### src/rtl/repeated_add_multiplier.sv
// repeated_add_multiplier: unsigned A*B by adding A into P B times; operands load serially on data_in.
module repeated_add_multiplier #(
  parameter int WIDTH = 16
) (
  input  logic             clk,
  input  logic             rst,
  input  logic             start,
  input  logic [WIDTH-1:0] data_in,
  output logic             done,
  output logic [WIDTH-1:0] Y
);
  localparam logic [2:0] IDLE = 3'd0, LOAD_A = 3'd1, LOAD_B = 3'd2, MULT = 3'd3, DONE = 3'd4;
  logic [2:0] state_q, state_d;
  logic [WIDTH-1:0] a_q, a_d, b_q, b_d, p_q, p_d;
  logic ld_a, ld_b, clr_p, ld_p, dec_b, eq_z;
  assign eq_z  = b_q == '0;
  assign ld_a  = state_q == LOAD_A;
  assign ld_b  = state_q == LOAD_B;
  assign clr_p = ld_b;
  assign ld_p  = state_q == MULT && !eq_z;
  assign dec_b = ld_p;
  assign done  = state_q == DONE;
  assign Y     = p_q;
  // unused state codes fall back to IDLE
  always_comb begin
    state_d = state_q == IDLE   ? (start ? LOAD_A : IDLE) :
              state_q == LOAD_A ? LOAD_B :
              state_q == LOAD_B ? MULT :
              state_q == MULT   ? (eq_z ? DONE : MULT) :
              state_q == DONE   ? (start ? DONE : IDLE) : IDLE;
    a_d = ld_a ? data_in : a_q;
    b_d = ld_b ? data_in : dec_b ? b_q - WIDTH'(1) : b_q;
    p_d = clr_p ? '0 : ld_p ? p_q + a_q : p_q;
  end
  always_ff @(posedge clk) begin
    if (rst) begin
      state_q <= IDLE;
      a_q     <= '0;
      b_q     <= '0;
      p_q     <= '0;
    end else begin
      state_q <= state_d;
      a_q     <= a_d;
      b_q     <= b_d;
      p_q     <= p_d;
    end
  end
endmodule

### config.mk
export PLATFORM = sky130hd
export DESIGN_NAME = repeated_add_multiplier
export DESIGN_NICKNAME = d
export VERILOG_FILES = /design/src/rtl/repeated_add_multiplier.sv
export SDC_FILE = /design/constraint.sdc
export NUM_CORES = 1
export LEC_CHECK = 0
export ABC_AREA = 1
export CAP_MARGIN = 30
export CELL_PAD_IN_SITES_DETAIL_PLACEMENT = 0
export CELL_PAD_IN_SITES_GLOBAL_PLACEMENT = 1
export CORE_MARGIN = 4
export CORE_UTILIZATION = 36
export DETAILED_ROUTE_END_ITERATION = 10
export PLACE_DENSITY = 0.86
export SLEW_MARGIN = 25
export SYNTH_ARGS = -nofsm -noshare
export SYNTH_HDL_FRONTEND = slang
export SYNTH_SLANG_ARGS = --single-unit
export TNS_END_PERCENT = 50
### constraint.sdc
create_clock -name clk -period 1.57 [get_ports clk]
set_clock_uncertainty 0.1 [all_clocks]
set_input_delay 0.314 -clock clk [delete_from_list [all_inputs] [get_ports clk]]
set_output_delay 0.314 -clock clk [all_outputs]
set_load 0.03 [all_outputs]
# Yosys cells after proc, flatten, opt, wreduce, memory -nomap -nowiden
# Cells that the tools add are included.
op_classes:
  addsub: 2
  eq_ne: 4
  muxes: 10
  reduce_logical: 6
ops:
  columns: ["op", "n"]
  rows:
  - ["16-bit two-way mux", 2]
  - ["3-bit two-way mux", 7]
  - ["16-bit adder", 1]
  - ["16-bit zero test", 1]
  - ["16-bit by 1-bit subtractor with 16-bit output (second input constant)", 1]
  - ["3-bit by 2-bit equality test with 1-bit output (second input constant)", 2]
  - ["3-bit by 1-bit equality test with 1-bit output (second input constant)", 1]
  - ["3-bit equality test (second input constant)", 1]
  - ["3-bit zero test", 1]
  - ["2-bit nonzero test", 1]
  - ["2-bit OR reduction", 1]
  - ["1-bit logical AND", 1]
  - ["1-bit zero test", 1]
  - ["1-bit two-way mux", 1]
totals:
  register_bits: 51
  in_bits: 19
  output_inout_bits: 17
  elab_cells: 26

# Depth between registers and ports, before layout
# Gate-level depths: netlist of run 1.
depth:
  ltp_word: 6
  depth_mapped: 13
  depth_no_buf: 12

# Least setup slack after synthesis of run 1
# No wires, ideal clock.
synth_timing:
  kind: "register to register"
  from: "register p_q[0], in the netlist Y[0]"
  to: "register p_q[14], in the netlist Y[14]"
  setup_ps: 117
  arrival_time_ps: 1666
  setup_slack_ps: -313
  stages_incl_launch_ff: 11
  n_path_buf: 0
  cell_sequence: "dfxtp_1 ha_1 fa_1 nand3_1 nand2_1 nand2_1 nand2_1 nand2_1 a21oi_1 nor2_1 nor2_1"
synth_between:
  elab_chain_len: 1
synth_lines:
  columns: ["element", "line_no", "rtl"]
  rows:
  - ["start, declared", "14", "logic [WIDTH-1:0] a_q, a_d, b_q, b_d, p_q, p_d;"]
  - ["start signal, assigned", "45", "p_q <= p_d;"]
  - ["16-bit adder", "33", "p_d = clr_p ? '0 : ld_p ? p_q + a_q : p_q;"]
# No other way between the ends.
# A chain may end at the register's enable or synchronous reset.

# Worst setup path in the final report of run 1
# Ends and elaborated chain as after synthesis.

==> qor.csv, run 1 <==
metric,value,unit
seq_area_frac_synth,32.7,%
drcViolationCount,0,
place_hpwl,6910,um
start_kind,flop,
setup_viol,18,
syn_nets,515,
dpl.cell_count,668,
clk_latency,0.31,ns
nets,618,
report.final.slew_viol_count,0,
internal-power,3.29,mW
htree_levels,2,
fin_crit,1.70,ns
ys_top_cells_by_area,"dfxtp_1 (33%), nand2_1 (15%), nor2_1 (10%)",
syn_to_final_growth,50.3,%
power_frac_clock,15.7,%
synth.top_cell.area_share,32.7,%
fill_cells,824,
die_w,101,um
synth_area,0.00312,mm2
tightest_slew,0.372,ns
p_sw,2.26,mW
portBuffers,35,
relSlewSlack,75.2,%
rows,33,
synth.distinct_cells,33,
endpoint_kind,flop,
grt_usage,18.1,%
grt_pass1_vias,3203,
clk_path_buf_depth,2,
initial_core_util,37.4,%
p_sw_share,40.7,%
power_frac_seq,31.3,%
setup_tns,-1.14,ns
synth_edf_count,0,
antenna-diode-count,0,
final_cells,687,
first_iter_violations,79,
fmax,587,MHz
synth_common_cells,"nand2_1 (122), nor2_1 (83), inv_1 (53)",
numCtsBuffers,5,
final_layout_size_suffix_gt1_share,37.3,%
antenna_found_initial,0,
core_region_area,0.00834,mm2
hp-class,flop to flop,
viasPerCell,4.80,
violations,negative setup slack,
pin_count,36,
wl_per_cell,13.5,um
maxCapViolations,0,
die_y,101,um
layout_setup_ws,-0.133,ns
hold-worst-slack,0.385,ns
synth_ff_type,dfxtp_1,
cts_root_buffer,clkbuf_8,
synth_largest_area_cell,dfxtp_1,
min_period_over_period,108,%
critPathSlowestCell,fa_2,
wl,9290,um
finish.utilization,56.2,%
first_pass_iters,4,
crit_path_max_fanout,3,
rsz0062_at_grt,yes,
clkTransAtPathRegs,0.11,ns
clock_sinks,51,
crit_start,Y[0],
async_flop_share,0,%
pwr_density_cell,1180,mW/mm2
status,"finished, violations left",
drtAntennaViolNets,0,
leakagePower,2.27,nW
vdd_drop_max,0.559,mV
required,1.67,ns
finalHoldViolations,0,
crit_type,flop to flop,
hold_start,b_q[1],
crit_chain,ha_4 -> fa_2 -> nand3_2 -> nand2_2 -> nand2_2 -> nand2_4 -> nand2_2 -> a21oi_1 -> nor2_1 -> nor2_1,
critPathArrivalTime,1.81,ns
grt_max_degree,29,
pwr-share-comb,52.9,%
dieArea,0.0102,mm2
r2r-start,Y[0],
grt_pass1_wl,14800,um
syn_area_per_cell,6.51,um2
place.gp.congestion,0.922,
synth_most_common_cell,nand2_1,
overflow,0,
netlist_instances,479,
slowest_delay,0.41,ns
cts_tree,done,
cp_common_cell,nand2_2,
yosys_warnings,0,
vias,3301,
ys_seq_elements,51,
[through the flow]
step / instance area [um2] / setup slack [ns] / power [mW]
finish: 4690 / -0.133 / 5.54
global route: 4690 / -0.224 / 5.96
CTS: 4480 / -0.116 / 5.26
detailed placement: 4210 / -0.153 / 4.25
global placement: 4210 / -0.0880 / 4.21
floorplan: 3330 / -0.0654 / 3.35
[worst max-delay path: cells and delay by family, from the launching register on]
kind	cells	cell delay, ns
DFF	1	0.36
AOI/OAI and AO/OA	1	0.06
and+or+nand+nor	7	0.50
adders and majority gates	2	0.58
[per-layer routing]
layer / track usage (%) / share of wire, % / vias up
met3: 2.77 / 2.4 / 11
met4: 3.58 / 1.0 / 0
met1: 23.5 / 45 / 1511
met2: 31.8 / 51 / 51
li1: - / - / 1728
met5: 0 / 0 / -
[final timing paths]
| check | endpoint | slack [ns] | depth (start not counted) |
|---|---|---|---|
| setup / recovery | Y[14] | -0.13 | 10 |
| hold / removal | b_q[1] | 0.38 | 2 |
| setup reg to reg | Y[14] | -0.13 | 10 |
| hold reg to reg | b_q[1] | 0.38 | 2 |
[cell type report]
cell class,instances,area (um2),area share (%)
inverters,56,225,4.81
flip-flops and latches,51,1070,22.9
clock inverters,1,7.51,0.160
well taps,105,131,2.80
multi-input cells,360,2270,48.5
clock buffers,6,93.8,2.00
repair buffers,108,886,18.9
[logic make-up after synthesis]
logic type | synth area share, %
buffers and inverters | 9.03
AO/OA/AOI/OAI | 13.0
AND/OR/NAND/NOR | 33.1
flip-flops | 32.7
XOR/XNOR | 5.06
adder cells (fa/ha/maj) | 7.06
[cells in the final DEF, fill, tap and decap left out, types with 6 or more instances in the layout]
master,n
dfxtp_2,23
a21oi_1,22
buf_4,71
dfxtp_1,22
clkdlybuf4s50_1,18
clkbuf_2,6
nand2_2,18
nand3_1,17
xor2_1,8
ha_4,13
nand2_4,6
nand3_2,13
o21ai_0,28
a21oi_2,10
nand2_1,102
inv_1,50
nor2_2,11
dfxtp_4,6
xnor2_1,7
nor2_1,71
[sequential cells by signal, indices dropped and copies added (netlist names)]
register,cells
Y,16
a_q,16
b_q,16
state_q,3
[timing repair]
action / in CTS / in global routing
resized for setup: 75 / 55
hold buffers: 0 / 0
endpoints found under the setup margin: 44 / 40
pin swaps: 8 / 13
buffers inserted: 4 / 8
cloned: 0 / 0
[power by group through the flow]
stage	Combinational, mW	Clock, mW	Sequential (mW)
4_1_cts	2.64	0.896	1.72
3_5_place_dp	2.54	0	1.72
5_1_grt	3.24	0.965	1.76
2_1_floorplan	1.60	0	1.74
3_3_place_gp	2.50	0	1.71
6_report	2.93	0.872	1.74
Note: power is estimated with default switching activity, not from simulation.
==> run 2: changes to the inputs <==
--- a/config.mk
+++ b/config.mk
@@ -12,6 +12,7 @@
 export CORE_MARGIN = 4
 export CORE_UTILIZATION = 36
 export DETAILED_ROUTE_END_ITERATION = 10
+export MAX_ROUTING_LAYER = met4
 export PLACE_DENSITY = 0.86
 export SLEW_MARGIN = 25
 export SYNTH_ARGS = -nofsm -noshare
==> run 2 against run 1 <==
  * The run still ends with negative setup slack left
  * Critical path depth stayed put
  * Non-clock buffer count stayed put
  * Setup slack better by 0.026 ns
  * Fmax is 1.5% higher
  * Critical path type unchanged
  * Highest routed layer unchanged
==> qor.csv, run 2 (same netlist as run 1, synthesis figures left out) <==
metric,value,unit
status,"finished, violations left",
violations,negative setup slack,
hp-class,flop to flop,
dieArea,0.0102,mm2
final_layout_size_suffix_gt1_share,38.8,%
clock_sinks,51,
vdd_drop_max,0.496,mV
fill_cells,799,
rows,33,
start_kind,flop,
hold_buffers,0,
maxCapViolations,0,
core_region_area,0.00834,mm2
portBuffers,35,
setup_tns,-0.763,ns
finalHoldViolations,0,
tightest_slew,0.401,ns
critPathArrivalTime,1.78,ns
drcViolationCount,0,
cts_tree,done,
clkTransAtPathRegs,0.10,ns
first_iter_violations,104,
clk_path_buf_depth,2,
numCtsBuffers,5,
antenna-diode-count,0,
crit_path_max_fanout,3,
vias,3373,
p_total,5.40,mW
place_hpwl,6850,um
layout_commonest_cell,nand2_1,
pwr_density_cell,1150,mW/mm2
leakagePower,2.30,nW
min_period_over_period,107,%
fmax,596,MHz
wl_per_cell,13.8,um
final-seq-area,0.00107,mm2
htree_levels,2,
first_pass_iters,4,
antenna_found_initial,0,
grt_max_degree,29,
grt_usage,18.8,%
rsz0062_at_grt,yes,
pin_count,36,
multi_input_area,0.00229,mm2
required,1.67,ns
layout_setup_ws,-0.107,ns
syn_to_final_growth,51.0,%
grt_pass1_vias,3215,
nets,618,
crit_type,flop to flop,
die_w,101,um
relSlewSlack,73.2,%
viasPerCell,4.91,
place.gp.congestion,0.960,
report.final.slew_viol_count,0,
initial_core_util,37.4,%
die_y,101,um
overflow,0,
endpoint_kind,flop,
setup_viol,13,
r2r_setup_slack,-0.11,ns
drtAntennaViolNets,0,
cts_root_buffer,clkbuf_8,
wl,9490,um
fin_crit,1.68,ns
clk_latency,0.31,ns
grt_pass1_wl,15000,um
final_cell_mix,"nand2_1 (96), buf_4 (69), nor2_1 (65)",
run 2: changes by cell type in the layout (fill, tap and decap cells not counted), sizes merged:
cell           change
clkdlybuf4s15      -1
clkinv             +2
clkbuf             +1
buf                -1
clkinvlp           -1
run 2: repair_timing:
item,CTS,global route
cloned,0,1
pin swaps,12,13
gates resized for setup,71,72
buffers inserted,2,9
endpoints found under the setup margin,42,40
run 2: critical path, cell delays in order (launching register included):
cell,delay [ns]
dfxtp_4,0.36
ha_4,0.16
fa_2,0.38
nand3_2,0.09
nand2_4,0.06
nand2_2,0.09
nand2_4,0.08
nand2_4,0.07
a21oi_2,0.05
nor2_1,0.09
nor2_1,0.04
run 2: per-stage QoR:
step / util [%] / setup WS, ns / hold slack [ns] / instances / cell area [um2]
after global routing: 56.4 / -0.216 / 0.412 / 687 / 4710
after global placement: 50.6 / -0.0798 / 0.373 / 669 / 4220
final: 56.4 / -0.107 / 0.396 / 687 / 4710
after CTS: 53.3 / -0.114 / 0.381 / 678 / 4450
after floorplan: - / -0.0654 / 0.341 / 479 / 3330
after detailed placement: 50.6 / -0.126 / 0.374 / 669 / 4220
run 2: final timing paths:
kind             to    from  cells past startpoint
max reg2reg   Y[14]    Y[0]                     10
min reg2reg  b_q[1]  b_q[1]                      2
max           Y[14]    Y[0]                     10
min          b_q[1]  b_q[1]                      2
run 2: metal layers:
metal,part of all wire (%),GRT usage [%],vias to the layer above
met5,0,-,-
met1,44,23.1,1571
li1,-,-,1727
met4,1.3,3.78,0
met2,51,32.9,63
met3,3.1,2.56,12
run 2: power by group:
group	leakage (nW)	internal, mW	switching [mW]
logic	1.83	1.33	1.58
clock network	0.0440	0.307	0.467
registers	0.430	1.52	0.204
total	2.30	3.15	2.25
run 2: cell type report:
cell class | count | share of cell area, %
timing repair buffer | 108 | 19.2
clock buffer | 5 | 1.46
sequential | 51 | 22.7
inverter | 56 | 4.89
clock inverter | 2 | 0.292
tap | 105 | 2.79
multi-input combinational | 360 | 48.7
==> run 3: changes to the inputs <==
--- a/config.mk
+++ b/config.mk
@@ -9,7 +9,6 @@
 export CAP_MARGIN = 30
 export CELL_PAD_IN_SITES_DETAIL_PLACEMENT = 0
 export CELL_PAD_IN_SITES_GLOBAL_PLACEMENT = 1
-export CORE_MARGIN = 4
 export CORE_UTILIZATION = 36
 export DETAILED_ROUTE_END_ITERATION = 10
 export MAX_ROUTING_LAYER = met4
==> run 3 against run 2 <==
  * The flow still finishes with violations (negative setup slack)
  * Count of clock-buffer cells in the layout is 1 higher
  * Core utilization up 3.3 points
  * Cell count is the same
  * Wire length increased by 6.7%
  * Critical endpoint unchanged
  * Highest routed layer unchanged
==> qor.csv, run 3 (same netlist as run 1, synthesis figures left out) <==
metric,value,unit
setup_tns,-1.89,ns
vdd_drop_max,0.520,mV
internal-power,3.30,mW
grt_pass1_vias,3408,
busiest_layer,met2,
drcViolationCount,0,
endpoint_kind,flop,
dpl_worst_slack,-0.142,ns
met2_usage,39.3,%
critPathArrivalTime,1.90,ns
clkTransAtPathRegs,0.10,ns
gr-usage-met3,2.63,%
cp_common_cell,nand2_4,
hold_buffers,0,
dpl_cell_area,0.00422,mm2
drtAntennaViolNets,0,
power_frac_clock,14.6,%
maxCapViolations,0,
fin_crit,1.75,ns
crit_type,flop to flop,
cts_root_buffer,clkbuf_8,
pin_count,36,
cts_tree,done,
rsz0062_at_grt,yes,
report.final.slew_viol_count,0,
crit_path_max_fanout,3,
die_w,95.1,um
leakagePower,2.41,nW
antenna-diode-count,0,
clock_sinks,51,
relSlewSlack,73.1,%
layout_setup_ws,-0.179,ns
portBuffers,35,
fill_cells,742,
layout_commonest_cell,nand2_1,
start_kind,flop,
overflow,0,
clk_path_buf_depth,2,
design_area,0.00496,mm2
final-seq-area,0.00108,mm2
p_sw_share,42.2,%
place.gp.congestion,0.923,
final_cell_mix,"nand2_1 (93), buf_4 (67), nor2_1 (59)",
min_period_over_period,111,%
setup_viol,28,
violations,negative setup slack,
dieArea,0.00904,mm2
multi_input_area,0.00248,mm2
antenna_found_initial,0,
rows,33,
wl_per_cell,14.7,um
first_iter_violations,162,
htree_levels,2,
clk_latency,0.31,ns
pwr-share-comb,55.1,%
viasPerCell,5.05,
grt_pass1_wl,15200,um
crit_family,simple AND/OR/NAND/NOR gates,
fmax,572,MHz
die_y,95.1,um
numCtsBuffers,5,
status,"finished, violations left",
initial_core_util,37.6,%
hp-class,flop to flop,
p_sw,2.41,mW
final_layout_size_suffix_gt1_share,42.4,%
critPathSlowestCell,fa_2,
crit_chain,ha_4 -> fa_2 -> nand3_2 -> nand2_4 -> nand2_4 -> nand2_4 -> nand2_2 -> nand3_1 -> nand2_1 -> nor2_2 -> nor2_1,
tightest_slew,0.403,ns
pwr_density_cell,1150,mW/mm2
first_pass_iters,4,
path_buf_inv,0,
grt_max_degree,29,
nets,618,
required,1.72,ns
wl,10100,um
grt_usage,22.1,%
slowest_delay,0.39,ns
core_region_area,0.00830,mm2
power_frac_seq,30.4,%
syn_to_final_growth,59.1,%
vias,3467,
grt.met1_usage,26.1,%
hold-worst-slack,0.387,ns
finalHoldViolations,0,
final_cells,687,
place_hpwl,6680,um
dpl.cell_count,667,
==> run 3: timing repair <==
item,4_1_cts,5_1_grt
pin swaps,11,33
setup buffers,2,8
cloned,0,3
endpoints found under the setup margin,44,41
resized for setup,60,131
==> run 3: final cells by class <==
class | count | area share, %
Tap cell | 105 | 2.65
Timing Repair Buffer | 108 | 19.0
Clock inverter | 1 | 0.177
Sequential cell | 51 | 21.7
Multi-Input combinational cell | 360 | 50.1
Inverter | 56 | 4.67
Clock buffer | 6 | 1.66
==> run 3: final timing paths <==
| path | cells past startpoint | endpoint | from | slack [ns] |
|---|---|---|---|---|
| max | 11 | Y[14] | Y[0] | -0.18 |
| min | 2 | b_q[1] | b_q[1] | 0.39 |
| max reg2reg | 11 | Y[14] | Y[0] | -0.18 |
| min reg2reg | 2 | b_q[1] | b_q[1] | 0.39 |
==> run 3: power groups by stage <==
stage | Sequential (mW) | Clock (mW) | Combinational (mW)
4_1_cts | 1.71 | 0.856 | 2.59
2_1_floorplan | 1.74 | 0 | 1.60
3_3_place_gp | 1.71 | 0 | 2.52
5_1_grt | 1.76 | 0.917 | 3.44
6_report | 1.73 | 0.832 | 3.14
3_5_place_dp | 1.71 | 0 | 2.54
==> run 3: layer usage <==
metal,vias up,part of all wire [%]
li1,1736,-
met1,1629,43
met2,75,51
met3,27,3.5
met4,0,2.7
met5,-,0
==> run 3: worst register-to-register path: cells and delay by family (launching register included) <==
| kind | cells | cell delay, ns |
|---|---|---|
| adders and majority gates | 2 | 0.55 |
| DFF | 1 | 0.36 |
| and+or+nand+nor | 9 | 0.66 |
==> run 3: through the flow <==
step / utilization, % / power, mW
4_1_cts: 53.2 / 5.16
3_3_place_gp: 50.8 / 4.23
3_5_place_dp: 50.8 / 4.25
5_1_grt: 59.8 / 6.12
6_report: 59.8 / 5.71
2_1_floorplan: - / 3.35
